**src/rtl/wave_pkg.sv**
```systemverilog
// Shared definitions for the waveform switcher: state encoding, default sizes
// and the offset-binary midscale helper.
package wave_pkg;

  localparam int DEFAULT_NCH = 8;
  localparam int DEFAULT_W   = 8;

  typedef enum logic [1:0] {
    STEADY,
    WAIT_ZC,
    FADE
  } wave_state_t;

  // Midscale of an unsigned offset-binary sample of width w.
  function automatic int mid_value(input int w);
    return 1 << (w - 1);
  endfunction

endpackage

```
**src/rtl/wave_crossfade.sv**
```systemverilog
// Linear crossfade between two samples: (old*(2^F - k) + new*k) >> F.
// The intermediate sum is W+F+1 bits wide, so the result never wraps.
module wave_crossfade #(
  parameter int W = 8,
  parameter int F = 2
) (
  input  logic [W-1:0] old_sample,
  input  logic [W-1:0] new_sample,
  input  logic [F:0]   k,
  output logic [W-1:0] mix
);

  localparam int         PW   = W + F + 1;
  localparam logic [F:0] FULL = (F + 1)'(2 ** F);

  logic [F:0]    k_old;
  logic [PW-1:0] acc;

  always_comb begin
    k_old = FULL - k;
    acc   = PW'(old_sample) * PW'(k_old) + PW'(new_sample) * PW'(k);
    mix   = W'(acc >> F);
  end

endmodule

```
**src/rtl/wave_switcher.sv**
```systemverilog
// Glitch-free channel switcher: waits for a rising midscale crossing (or a
// timeout) on the active channel, then crossfades to the requested one.
module wave_switcher
  import wave_pkg::*;
#(
  parameter int NCH        = DEFAULT_NCH,
  parameter int W          = DEFAULT_W,
  parameter int FADE_LOG2  = 2,
  parameter int ZC_TIMEOUT = 15
) (
  input  logic                     clk,
  input  logic                     rst,
  input  logic                     sample_en,
  input  logic [NCH*W-1:0]         wave_in,
  input  logic [$clog2(NCH)-1:0]   sel,
  input  logic                     sel_load,
  output logic [W-1:0]             wave_out,
  output logic                     out_valid,
  output logic [$clog2(NCH)-1:0]   active_sel,
  output logic                     busy
);

  localparam int             SW   = $clog2(NCH);
  localparam int             CW   = $clog2(ZC_TIMEOUT + 1);
  localparam int             F    = FADE_LOG2;
  localparam logic [W-1:0]   MID  = W'(mid_value(W));
  localparam logic [F:0]     KMAX = (F + 1)'(2 ** F - 1);

  wave_state_t   state_q, state_d;
  logic [SW-1:0] active_d, pending_q, pending_d, queued_q, queued_d;
  logic          queue_valid_q, queue_valid_d;
  logic [CW-1:0] zc_cnt_q, zc_cnt_d;
  logic [F:0]    fade_k_q, fade_k_d;
  logic [W-1:0]  prev_q, prev_d, wave_out_d;
  logic          out_valid_d;

  logic [W-1:0]  old_sample, new_sample, mix;
  logic          load_ok, cancel, crossing, requeue;

  wave_crossfade #(.W(W), .F(F)) u_crossfade (
    .old_sample (old_sample),
    .new_sample (new_sample),
    .k          (fade_k_q),
    .mix        (mix)
  );

  always_ff @(posedge clk or posedge rst) begin
    if (rst) begin
      state_q       <= STEADY;
      active_sel    <= '0;
      pending_q     <= '0;
      queued_q      <= '0;
      queue_valid_q <= 1'b0;
      zc_cnt_q      <= '0;
      fade_k_q      <= '0;
      prev_q        <= MID;
      wave_out      <= MID;
      out_valid     <= 1'b0;
    end else begin
      state_q       <= state_d;
      active_sel    <= active_d;
      pending_q     <= pending_d;
      queued_q      <= queued_d;
      queue_valid_q <= queue_valid_d;
      zc_cnt_q      <= zc_cnt_d;
      fade_k_q      <= fade_k_d;
      prev_q        <= prev_d;
      wave_out      <= wave_out_d;
      out_valid     <= out_valid_d;
    end
  end

  always_comb begin
    state_d       = state_q;
    active_d      = active_sel;
    pending_d     = pending_q;
    queued_d      = queued_q;
    queue_valid_d = queue_valid_q;
    zc_cnt_d      = zc_cnt_q;
    fade_k_d      = fade_k_q;
    prev_d        = prev_q;
    wave_out_d    = wave_out;
    out_valid_d   = 1'b0;
    requeue       = 1'b0;

    old_sample = wave_in[int'(active_sel)*W +: W];
    new_sample = wave_in[int'(pending_q)*W +: W];
    load_ok    = sel_load && (int'(sel) < NCH) && (sel != active_sel);
    cancel     = sel_load && (sel == active_sel);
    crossing   = (prev_q < MID) && (old_sample >= MID);

    unique case (state_q)
      STEADY: begin
        if (sample_en) begin
          wave_out_d  = old_sample;
          out_valid_d = 1'b1;
        end
        if (load_ok) begin
          pending_d = sel;
          zc_cnt_d  = '0;
          state_d   = WAIT_ZC;
        end
      end

      WAIT_ZC: begin
        if (load_ok) pending_d = sel;
        if (sample_en) begin
          wave_out_d  = old_sample;
          out_valid_d = 1'b1;
          zc_cnt_d    = zc_cnt_q + 1'b1;
          if (crossing || zc_cnt_d == CW'(ZC_TIMEOUT)) begin
            // With no fade length the switch happens at the crossing itself.
            if (F == 0) begin
              active_d = pending_d;
              state_d  = STEADY;
            end else begin
              fade_k_d = '0;
              state_d  = FADE;
            end
          end
        end
        if (cancel) begin
          active_d = active_sel;
          state_d  = STEADY;
        end
      end

      FADE: begin
        if (load_ok) begin
          queued_d      = sel;
          queue_valid_d = 1'b1;
        end
        if (sample_en) begin
          wave_out_d  = mix;
          out_valid_d = 1'b1;
          if (fade_k_q == KMAX) begin
            active_d      = pending_q;
            requeue       = queue_valid_d && (queued_d != pending_q);
            queue_valid_d = 1'b0;
            if (requeue) begin
              pending_d = queued_d;
              zc_cnt_d  = '0;
              state_d   = WAIT_ZC;
            end else begin
              state_d = STEADY;
            end
          end else begin
            fade_k_d = fade_k_q + 1'b1;
          end
        end
      end

      default: state_d = STEADY;
    endcase

    // Crossing history always refers to whichever channel is active after this tick.
    if (sample_en) prev_d = wave_in[int'(active_d)*W +: W];
  end

  always_comb begin
    busy = (state_q != STEADY);
  end

endmodule

```
**config.mk**
```make
export PLATFORM = sky130hd
export DESIGN_NAME = wave_switcher
export DESIGN_NICKNAME = d
export VERILOG_FILES = /design/src/rtl/wave_pkg.sv /design/src/rtl/wave_crossfade.sv /design/src/rtl/wave_switcher.sv
export SDC_FILE = /design/constraint.sdc
export NUM_CORES = 1
export LEC_CHECK = 0
export CAP_MARGIN = 20
export CORE_MARGIN = 5
export CORE_UTILIZATION = 27
export CTS_CLUSTER_SIZE = 40
export DETAILED_ROUTE_END_ITERATION = 10
export GPL_ROUTABILITY_DRIVEN = 0
export GPL_TIMING_DRIVEN = 1
export PLACE_DENSITY_LB_ADDON = 0.08
export SLEW_MARGIN = 20
export SYNTH_ARGS = -nofsm -noshare
export SYNTH_HDL_FRONTEND = slang
export SYNTH_HIERARCHICAL = 1
export SYNTH_SLANG_ARGS = --single-unit
```
**constraint.sdc**
```tcl
create_clock -name clk -period 13 [get_ports clk]
set_input_delay 2.6 -clock clk [delete_from_list [all_inputs] [get_ports clk]]
set_output_delay 2.6 -clock clk [all_outputs]
set_load 0.01 [all_outputs]
```
==> flow_summary.json <==
{
  "run_status": "finished, final reports clean",
  "final.setup.tns_ns": 0,
  "setup_violations": 0,
  "ys_types": 75,
  "synth_edf_count": 0,
  "final_util_pct": 34.1,
  "postCtsSetupRepairBufs": 0,
  "instances_no_fill": 747,
  "cp-end-kind": "flip-flop",
  "syn_area_um2": 4510,
  "synthesis.nets": 579,
  "fillCellCount": 1720,
  "max_freq_mhz": 142,
  "holdCritStartpoint": "wave_out[4]",
  "fin_skew_ns": 0.00917,
  "drive_gt1_share_pct": 15.9,
  "hpwlAfterDp_um": 10400,
  "numPortBuffers": 83,
  "coreArea_um2": 16500,
  "pin_count": 84,
  "clk_pin_slew_ns": 0.05,
  "postCtsHoldBufs": 0,
  "hold_violations": 0,
  "vias": 3721,
  "synthArstFlopShare_pct": 100,
  "dieWidth_um": 139,
  "cts_tree": "yes",
  "grt_util_all_layers_pct": 13.5,
  "grt_pass1_wl_um": 21400,
  "power.density_nw_per_um2": 316,
  "die-area_um2": 19400,
  "grt_max_degree": 30,
  "yosysSeqAreaShare_pct": 16.1,
  "vias_per_cell": 4.98,
  "drc": 0,
  "routed_wl_um": 13000,
  "worstRegToRegCells": 16,
  "period_share_pct": 54.1,
  "h-tree-depth": 2,
  "hold_end": "wave_out[4]",
  "leakage_nw": 2.34,
  "tightest_slew_ns": 1.01,
  "required_ns": 13.19,
  "path_max_fanout": 3,
  "slew_headroom_pct": 32.6,
  "antenna_left": 0,
  "timing.rr.end": "wave_out[6]",
  "path_class": "in -> reg",
  "antenna_cells": 0,
  "ff2ff_setup_slack_ns": 7.82,
  "cts_buffer_depth": 2,
  "start_util_pct": 27.4,
  "dr.pass1.iters": 4,
  "fin_crit_ns": 7.03,
  "yosys_warnings": 6,
  "drt_iter0_drc": 185,
  "cp.arrival_ns": 7.22,
  "syn_inst": 464,
  "maxSlewViolCount": 0,
  "rsz0062_at_grt": "false",
  "hold_slack_ns": 0.477,
  "hold_depth": 2,
  "clock-sinks": 29,
  "cts_root_buf": "clkbuf_16",
  "grt_overflow_total": 0,
  "wire_per_inst_um": 17.3,
  "rows": 47,
  "grt_pass1_vias": 3833,
  "hold_class": "reg -> reg",
  "critPathLaunchType": "input pin",
  "syn_avg_cell_area_um2": 9.72,
  "ys_ff_latch": 29,
  "cap_violations": 0,
  "clk_latency_ns": 0.28,
  "synth_ff_type": "dfrtp_1",
  "place_inst": 739,
  "num-nets-final": 641,
  "cts_resized": 0,
  "antenna_found_initial": 1,
  "r2r_start": "pending_q[1]",
  "dieHeight_um": 139,
  "area_delta_synth_final_pct": 24.3,
  "cts_buffers": 5,
  "irDropWorstVdd_mv": 0.184
}
## cells by family (layout without fill, tap and decap cells)
| group | Yosys count | count (layout) | synth area share (%) |
|---|---|---|---|
| flops | 29 | 29 | 16.1 |
| fa+ha+maj | 44 | 44 | 16.7 |
| compound gates | 78 | 78 | 12.3 |
| buf+inv | 79 | 142 | 7.85 |
| mux | 62 | 62 | 23.7 |
| xor+xnor | 18 | 18 | 4.50 |
| simple gates | 154 | 154 | 18.8 |
## sequential cells by signal, indices dropped and copies added (netlist names)
signal	cells
prev_q	1
out_valid	1
queued_q	3
fade_k_q	3
wave_out	8
state_q	2
queue_valid_q	1
active_sel	3
zc_cnt_q	4
pending_q	3
## stage by stage
stage / setup slack (ns) / power (mW) / cell area, µm²
after floorplan: 6.37 / 1.38 / 4510
after CTS: 5.98 / 1.81 / 5610
final: 5.97 / 1.77 / 5610
after global placement: 5.71 / 1.69 / 5460
after detailed placement: 5.68 / 1.68 / 5460
after global routing: 5.67 / 2.00 / 5610
## cell usage after synthesis, drive strengths merged, types with 5 or more instances
| cell | instances | area share [%] |
|---|---|---|
| a21oi | 15 | 1.7 |
| nand3b | 6 | 1.0 |
| nor2b | 8 | 1.1 |
| a211oi | 5 | 0.94 |
| mux2 | 16 | 4.0 |
| nor2 | 24 | 2.0 |
| ha | 17 | 4.7 |
| o21ai | 19 | 2.1 |
| nand2 | 35 | 3.0 |
| xnor2 | 15 | 3.7 |
| mux2i | 14 | 3.2 |
| fa | 27 | 12 |
| nand3 | 12 | 1.3 |
| mux4 | 32 | 16 |
| dfrtp | 27 | 15 |
| and2 | 40 | 5.8 |
| nand2b | 6 | 0.83 |
| clkbuf | 13 | 1.1 |
| inv | 48 | 4.0 |
| buf | 18 | 2.7 |
## area by class of cell
cell class	count	area, µm²	share of cell area [%]
Sequential cell	29	728	13.0
Timing Repair Buffer	86	853	15.2
Tap cell	220	275	4.91
Clock buffer	5	125	2.23
Inverter	48	180	3.21
Clock inverter	3	17.5	0.312
Multi-Input combinational cell	356	3430	61.1
## worst max path at each step
stage                 from     endpoint  slack (ns)  cells after the start
3_5_place_dp   wave_in[25]  wave_out[6]        5.68                     17
2_1_floorplan  wave_in[57]  wave_out[6]        6.37                     16
4_1_cts        wave_in[25]  wave_out[6]        5.98                     17
3_3_place_gp   wave_in[25]  wave_out[6]        5.71                     17
6_report       wave_in[25]  wave_out[6]        5.97                     17
5_1_grt        wave_in[25]  wave_out[6]        5.67                     17
## power breakdown
| group | total [mW] | switching [mW] | internal [mW] |
|---|---|---|---|
| combinational | 1.47 | 0.742 | 0.728 |
| sequential | 0.189 | 0.0672 | 0.122 |
| clock | 0.114 | 0.0442 | 0.0701 |
## worst max-delay path, cell delays in order
cell	delay, ns
clkdlybuf4s50_1	0.47
mux4_2	0.48
mux2_2	0.30
and2_2	0.21
fa_1	0.50
fa_1	0.54
inv_1	0.05
fa_1	0.53
inv_1	0.06
fa_1	0.45
a21o_1	0.17
a21oi_1	0.22
o21bai_1	0.09
a21oi_1	0.17
xnor2_1	0.13
mux2i_1	0.08
o21ai_0	0.16
## per-layer routing
metal / share of wire (%) / track usage, %
met1: 49 / 20.1
met2: 43 / 20.4
met3: 7.7 / 3.70
met4: 0.34 / 1.39
met5: 0.10 / 0
## cell usage in the layout (no fill, tap or decap), drive strengths merged, types with 3 or more instances in the layout
master / count
inv: 48
or2: 3
dfrtp: 27
and2: 40
and3: 3
xor2: 3
a21oi: 15
nor2: 24
a221o: 3
o31ai: 3
nor3: 4
xnor2: 15
nand2b: 6
ha: 17
nand4: 4
o21ai: 19
a21boi: 3
o211ai: 4
a211oi: 5
clkdlybuf4s50: 83
mux2: 16
nand2: 35
fa: 27
mux2i: 14
nand3: 12
clkbuf: 5
buf: 3
nand3b: 6
mux4: 32
nor2b: 8
No activity file was read; power rests on OpenSTA's default activity.
